--- src/rtl/pc_unit_pkg.sv ---
// Shared opcode and control-state encodings for the program counter unit.
// Imported by the RTL and by the bench so both use one source of truth.
package pc_unit_pkg;

    typedef enum logic [2:0] {
        OP_NOP  = 3'b000,
        OP_INC  = 3'b001,
        OP_JUMP = 3'b010,
        OP_CALL = 3'b011,
        OP_RET  = 3'b100
    } op_e;

    typedef enum logic {
        ST_RUN  = 1'b0,
        ST_HALT = 1'b1
    } state_e;

endpackage

--- src/rtl/pc_unit_return_stack.sv ---
// LIFO of return addresses; the caller guarantees push only when not full
// and pop only when not empty.
module return_stack #(
    parameter int WIDTH       = 8,
    parameter int STACK_DEPTH = 4
) (
    input  logic             clock,
    input  logic             clear_n,
    input  logic             push,
    input  logic             pop,
    input  logic [WIDTH-1:0] push_data,
    output logic [WIDTH-1:0] top,
    output logic             empty,
    output logic             full
);

    localparam int AW   = $clog2(STACK_DEPTH);
    localparam int SP_W = AW + 1;
    localparam logic [SP_W-1:0] SP_ONE  = SP_W'(1);
    localparam logic [SP_W-1:0] SP_FULL = SP_W'(STACK_DEPTH);
    localparam logic [AW-1:0]   IDX_ONE = AW'(1);

    logic [WIDTH-1:0] mem_q [STACK_DEPTH];
    logic [SP_W-1:0]  sp_q;
    logic [SP_W-1:0]  sp_d;
    logic [AW-1:0]    top_idx_s;

    assign empty     = (sp_q == {SP_W{1'b0}});
    assign full      = (sp_q == SP_FULL);
    assign top_idx_s = sp_q[AW-1:0] - IDX_ONE;
    assign top       = empty ? {WIDTH{1'b0}} : mem_q[top_idx_s];

    // Stack pointer next value.
    always_comb begin
        sp_d = sp_q;
        if (push && !full) begin
            sp_d = sp_q + SP_ONE;
        end else if (pop && !empty) begin
            sp_d = sp_q - SP_ONE;
        end else begin
            sp_d = sp_q;
        end
    end

    // Stack pointer register.
    always_ff @(posedge clock or negedge clear_n) begin
        if (!clear_n) begin
            sp_q <= {SP_W{1'b0}};
        end else begin
            sp_q <= sp_d;
        end
    end

    // Entry storage; the slot at sp is written on push.
    always_ff @(posedge clock or negedge clear_n) begin
        if (!clear_n) begin
            for (int i = 0; i < STACK_DEPTH; i++) begin
                mem_q[i] <= {WIDTH{1'b0}};
            end
        end else if (push && !full) begin
            mem_q[sp_q[AW-1:0]] <= push_data;
        end
    end

endmodule

--- src/rtl/pc_unit.sv ---
// Program counter with return stack and a RUN/HALT control FSM; any stack
// misuse halts the PC until the next reset.
module pc_unit
    import pc_unit_pkg::*;
#(
    parameter int               WIDTH        = 8,
    parameter int               STACK_DEPTH  = 4,
    parameter logic [WIDTH-1:0] RESET_VECTOR = 8'h00
) (
    input  logic             clock,
    input  logic             clear_n,
    input  logic             enable,
    input  logic [2:0]       op,
    input  logic [WIDTH-1:0] target,
    output logic [WIDTH-1:0] pc,
    output logic             stack_empty,
    output logic             stack_full,
    output logic             fault
);

    state_e           state_q;
    state_e           state_d;
    logic [WIDTH-1:0] pc_q;
    logic [WIDTH-1:0] pc_d;
    logic [WIDTH-1:0] pc_inc_s;
    logic [WIDTH-1:0] stack_top_s;
    logic             push_s;
    logic             pop_s;

    assign pc_inc_s = pc_q + WIDTH'(1);

    return_stack #(
        .WIDTH       (WIDTH),
        .STACK_DEPTH (STACK_DEPTH)
    ) u_stack (
        .clock     (clock),
        .clear_n   (clear_n),
        .push      (push_s),
        .pop       (pop_s),
        .push_data (pc_inc_s),
        .top       (stack_top_s),
        .empty     (stack_empty),
        .full      (stack_full)
    );

    // Next-PC mux, stack control and RUN/HALT transitions.
    always_comb begin
        pc_d    = pc_q;
        state_d = state_q;
        push_s  = 1'b0;
        pop_s   = 1'b0;
        if (enable && (state_q == ST_RUN)) begin
            case (op)
                OP_INC:  pc_d = pc_inc_s;
                OP_JUMP: pc_d = target;
                OP_CALL: begin
                    if (stack_full) begin
                        state_d = ST_HALT;
                    end else begin
                        push_s = 1'b1;
                        pc_d   = target;
                    end
                end
                OP_RET: begin
                    if (stack_empty) begin
                        state_d = ST_HALT;
                    end else begin
                        pop_s = 1'b1;
                        pc_d  = stack_top_s;
                    end
                end
                default: pc_d = pc_q;
            endcase
        end else begin
            pc_d = pc_q;
        end
    end

    // PC and control-state registers.
    always_ff @(posedge clock or negedge clear_n) begin
        if (!clear_n) begin
            pc_q    <= RESET_VECTOR;
            state_q <= ST_RUN;
        end else begin
            pc_q    <= pc_d;
            state_q <= state_d;
        end
    end

    assign pc    = pc_q;
    assign fault = (state_q == ST_HALT);

endmodule

--- config.mk ---
export PLATFORM = sky130hd
export DESIGN_NAME = pc_unit
export DESIGN_NICKNAME = d
export VERILOG_FILES = /design/src/rtl/pc_unit_pkg.sv /design/src/rtl/pc_unit_return_stack.sv /design/src/rtl/pc_unit.sv
export SDC_FILE = /design/constraint.sdc
export NUM_CORES = 1
export LEC_CHECK = 0
export ABC_AREA = 1
export CAP_MARGIN = 20
export CORE_MARGIN = 4
export CORE_UTILIZATION = 56
export DETAILED_ROUTE_END_ITERATION = 8
export PLACE_DENSITY_LB_ADDON = 0.12
export SETUP_SLACK_MARGIN = 0.02
export SLEW_MARGIN = 20
export SYNTH_ARGS = -nofsm -noshare
export SYNTH_HDL_FRONTEND = slang
export SYNTH_SLANG_ARGS = --single-unit
--- constraint.sdc ---
create_clock -name clock -period 2.8 [get_ports clock]
set_input_delay 0.56 -clock clock [delete_from_list [all_inputs] [get_ports clock]]
set_output_delay 0.56 -clock clock [all_outputs]
set_load 0.1 [all_outputs]
## Word level (Yosys, flattened, before mapping)

Index checks and enable logic that the tools add are counted.

- Register bits: 44
- Word-level logic and storage cells: 58
- Output and inout port bits: 11
- Input bits: 14

- Eq/ne operators: 9
- Add/subtract/negate cells: 4
- Bitwise logic cells: 3
- Magnitude comparators: 3
- Mux-type cells: 20
- Reductions and logical operators: 12

Operators with widths:

| cell | number |
|---|---|
| 8-bit two-way mux | 5 |
| 32-bit bitwise mux | 1 |
| 8-bit case mux with 4 select lines | 1 |
| 8-bit binary-select mux with 2-bit select | 1 |
| 8-bit demux with 2-bit select | 1 |
| 8-bit by 1-bit adder with 8-bit output (second input constant) | 1 |
| 1-bit two-way mux | 8 |
| 4-bit AND reduction | 2 |
| 3-bit by 2-bit == test with 1-bit output (second input constant) | 2 |
| 3-bit == test (second input constant) | 2 |
| 3-bit >= comparator (second input constant) | 2 |
| 3-bit two-way mux | 2 |
| 2-bit NOT with 3-bit output | 2 |
| 1-bit logical AND | 4 |
| 2-bit by 1-bit inequality test with 1-bit output (second input constant) | 2 |
| 2-bit inequality test (second input constant) | 2 |
| 2-bit nonzero test | 2 |
| 4-bit nonzero test | 1 |
| 3-bit by 1-bit adder with 3-bit output (second input constant) | 1 |
| 3-bit by 1-bit == test with 1-bit output (second input constant) | 1 |
| 3-bit logical NOT | 1 |
| 3-bit by 1-bit less-than comparator with 1-bit output (second input constant) | 1 |
| 3-bit by 1-bit subtractor with 3-bit output (second input constant) | 1 |
| 1-bit logical NOT | 2 |
| other kinds (3) | 3 |

## Longest topological paths before layout

- Depth in word-level cells: 7
- Depth in mapped cells: 14
- Mapped depth without buffers: 12

## By module

A second synthesis with hierarchy kept.

- Cells, all modules: 328
- Area total of the unflattened synthesis: 2632.5 sq um

By module, submodules not included:

| module | times used | area each (sq um) | cells each |
|---|---|---|---|
| return_stack | 1 | 1848.0 | 203 |
| pc_unit | 1 | 784.5 | 125 |

## Least setup slack after synthesis

No wires, ideal clock.

- Kind: register -> register
- From: register u_stack.sp_q[0]
- To: register pc_q[3], in the netlist pc[3]
- Data arrival time: 2.405 ns
- Setup time: 0.121 ns
- Setup slack: 0.273 ns
- Cell stages (with the launch flop): 12
- Path through: dfrtp_1 -> buf_4 -> inv_1 -> buf_4 -> ha_1 -> nand2_1 -> inv_1 -> a21oi_1 -> nand2_2 -> clkinv_4 -> nand2_1 -> o21ai_2

RTL lines:

| what | RTL line | RTL |
|---|---|---|
| start, declared | pc_unit_return_stack.sv:24 | `logic [SP_W-1:0] sp_q;` |
| start signal, assigned | pc_unit_return_stack.sv:48 | `sp_q <= {SP_W{1'b0}};` |
| start signal, assigned | pc_unit_return_stack.sv:50 | `sp_q <= sp_d;` |
| 3-bit == test | pc_unit_return_stack.sv:29 | `assign full = (sp_q == SP_FULL);` |
| via stack_full | pc_unit.sv:17 | `output logic stack_full,` |
| 2-bit inequality test (no line) | n/a |  |
| 4-bit AND reduction (no line) | n/a |  |
| end signal, assigned | pc_unit.sv:85 | `pc_q <= pc_d;` |
| end, declared | pc_unit.sv:23 | `logic [WIDTH-1:0] pc_q;` |

The timed path passes the listed nets, and every way through them passes these cells. The select of a mux whose other input is x is not followed.
A chain may end at the register's enable or synchronous reset.

## Worst setup path in the final report

- From: input port op[2]
- To: register u_stack.sp_q[2]

- Word-level cells in the longest chain between the ends: 5

Ends and longest elaborated chain:

| what | RTL line | RTL |
|---|---|---|
| start, declared | pc_unit.sv:13 | `input logic [2:0] op,` |
| 3-bit by 2-bit == test with 1-bit output or 3-bit == test (tied branches) | pc_unit.sv:53 | `case (op)` |
| 1-bit two-way mux | pc_unit.sv:53 |  |
| 1-bit two-way mux | pc_unit.sv:52 | `if (enable && (state_q == ST_RUN)) begin` |
| 1-bit logical AND (on tied branches) | pc_unit_return_stack.sv:36, pc_unit_return_stack.sv:38 |  |
| 3-bit two-way mux or 2-bit nonzero test (tied branches) | n/a |  |

Several ways; a longest one is shown, not always the timed one.

==> metrics.cfg <==
[die]
ios = 25
dieHeight_um = 73.9
dieArea_um2 = 5460
rows = 23
die_w_um = 73.9
start_util_pct = 59.1
fp.coreArea_um2 = 4120

[drt]
wl_per_cell_um = 13.0
vias = 2135
antenna_left = 0
first_iter_violations = 193
viasPerCell = 5.17
firstDrtPassIters = 4
routed_wirelength_um = 5370
drc_errors = 0

[sta]
timing.fmax_ghz = 0.468
tightest_slew_ns = 0.969
hold_viol = 0
rsz0062_at_grt = no
post-route-period-util_pct = 76.4
setup_ws_ns = 0.661
period_needed_ns = 2.14
setup_viol_count_final = 0
hold_slack_ns = 0.420
timing.setup.tns_ns = 0
relSlewSlack_pct = 35.4
skew_ns = 0.00880
final_max_slew_viol_count = 0

[synth]
syn_area_per_cell_um2 = 7.20
synthCells = 338
syn_area_um2 = 2430
ys_warn_count = 0
synth_cell_types = 26
ys_ff_latch = 44
yosysSeqAreaShare_pct = 45.2
synth.largest_area_cell = dfrtp_1
syn_nets = 358
yosys.area.top_type_share_pct = 45.2
synth_area_leaders = dfrtp_1 45%, nand2_1 26%, nand3_1 6.4%, inv_1 4.5%, o21ai_1 3.5%

[cts]
post_cts_buffers = 0
insertion_delay_ns = 0.29
holdBufCountCts = 0
ctsResizeCount = 0
clock-sinks = 44
ctsHtreeMaxLevel = 2
clkSlewWorstSetupHoldPaths_ns = 0.08
cts-root-buf = clkbuf_8
cts_buffers = 5
cts_tree = done
clockBufferDepth = 2

[worst_setup_path]
end_kind = flop
worst_ep_arrival_time_ns = 2.33
crit_path_start_kind = input pin
worst-path-max-fanout = 6
ff2ff_path_depth = 12
worst_ep_required_time_ns = 2.99
critPathKind = input pin to flop

[placed_design]
gp_congestion = 0.885
pre_cts_ws_ns = 0.383
dpl.hpwl_um = 3840
place_area_um2 = 2690
io_buffers = 24

[global_routing]
antenna_found_initial = 0
grt_pass1_vias = 1965
grt_max_degree = 45
grt_pass1_wl_um = 9280
grt_overflow = 0
grt_usage_pct = 21.9

[cells_and_area]
antenna_cells = 0
layout.nets = 382
mostFrequentLayoutCell = nand2_1
syn_to_final_growth_pct = 15.1
design_area_um2 = 2800
fillCellCount = 361
drive_above_1_share_pct = 8.54
layout_common_cells = 169 x nand2_1, 44 x dfrtp_1, 31 x nand3_1

[power_and_ir_drop]
p_leak_uw = 0.00151
p_per_area_nw_per_um2 = 415
max-vdd-ir-drop_mv = 0.285

[run_status]
status = finished, final reports clean

[hold_path]
hold_path_class = input pin to asynchronous set/reset pin

[job]
cap_violations = 0

## stage by stage
stage | util, % | total power [µW] | instances
floorplan | - | 666 | 338
global placement | 65.5 | 702 | 405
detailed placement | 65.5 | 703 | 405
CTS | 68.1 | 1180 | 413
global route | 68.1 | 1210 | 413
finish | 68.1 | 1160 | 413
## path summary, 6_finish.rpt
path,start,to,slack [ns]
setup / recovery,op[2],u_stack.sp_q[2],0.66
hold / removal,clear_n,u_stack.mem_q[1],0.42
setup reg to reg,u_stack.sp_q[1],u_stack.sp_q[2],0.77
hold reg to reg,u_stack.mem_q[29],u_stack.mem_q[29],0.49
max in group asynchronous,clear_n,u_stack.mem_q[28],1.78
min in group clock,u_stack.mem_q[29],u_stack.mem_q[29],0.49
## cell usage after synthesis
cell type  count
nand2_1      169
dfrtp_1       44
nand3_1       31
inv_1         29
o21ai_1       17
buf_2          7
nor2_1         6
o21ai_0        6
ha_1           5
o21ai_2        3
and2_1         2
buf_4          2
clkinv_1       2
nand3b_1       2
xor2_1         2
a21oi_1        1
a21oi_2        1
clkinv_4       1
fa_1           1
inv_2          1
nand2_2        1
nand3b_4       1
nand4_1        1
nor2_2         1
nor2_4         1
o2111ai_1      1
## flip-flops by register name, summed over array words and instances (netlist names)
name	flops
fault	1
pc	8
u_stack.mem_q	32
u_stack.sp_q	3
## power breakdown
part | switching (µW) | internal (µW)
Combinational | 32.1 | 22.2
Sequential | 0 | 635
Clock | 210 | 265
Total | 242 | 922
## critical path, cell delays in order
cell and delay, ns:
clkdlybuf4s50_1 0.55, nor2_4 0.24, nand3b_4 0.11, fa_1 0.39, nand3b_1 0.17, nand2_1 0.07, inv_1 0.04, nand2_1 0.05
nand2_1 0.05, nand2_1 0.05, inv_1 0.03
## routing by layer
layer  GRT usage (%)  part of all wire (%)
met5               0                     0
met4            4.83                  0.87
met3            4.10                   5.3
met2            32.1                    46
met1            33.8                    48
## cell type report
cell class / count / area, µm² / share of cell area, %
Multi-Input combinational cell: 252 / 1150 / 41.2
Sequential cell: 44 / 1100 / 39.3
Timing Repair Buffer: 26 / 248 / 8.84
Inverter: 33 / 129 / 4.60
Clock buffer: 6 / 72.6 / 2.59
Tap cell: 50 / 62.6 / 2.23
Clock inverter: 2 / 35.0 / 1.25
## kinds of logic (layout without fill, tap and decap cells)
| kind of cell | count (synthesis) | in the layout | synth area share [%] |
|---|---|---|---|
| simple gates | 215 | 215 | 36.6 |
| flops | 44 | 44 | 45.2 |
| buf+inv | 42 | 67 | 7.35 |
| compound gates | 29 | 29 | 6.74 |
| fa+ha+maj | 6 | 6 | 3.39 |
| xor+xnor | 2 | 2 | 0.720 |
(Power assumes the default switching activity.)
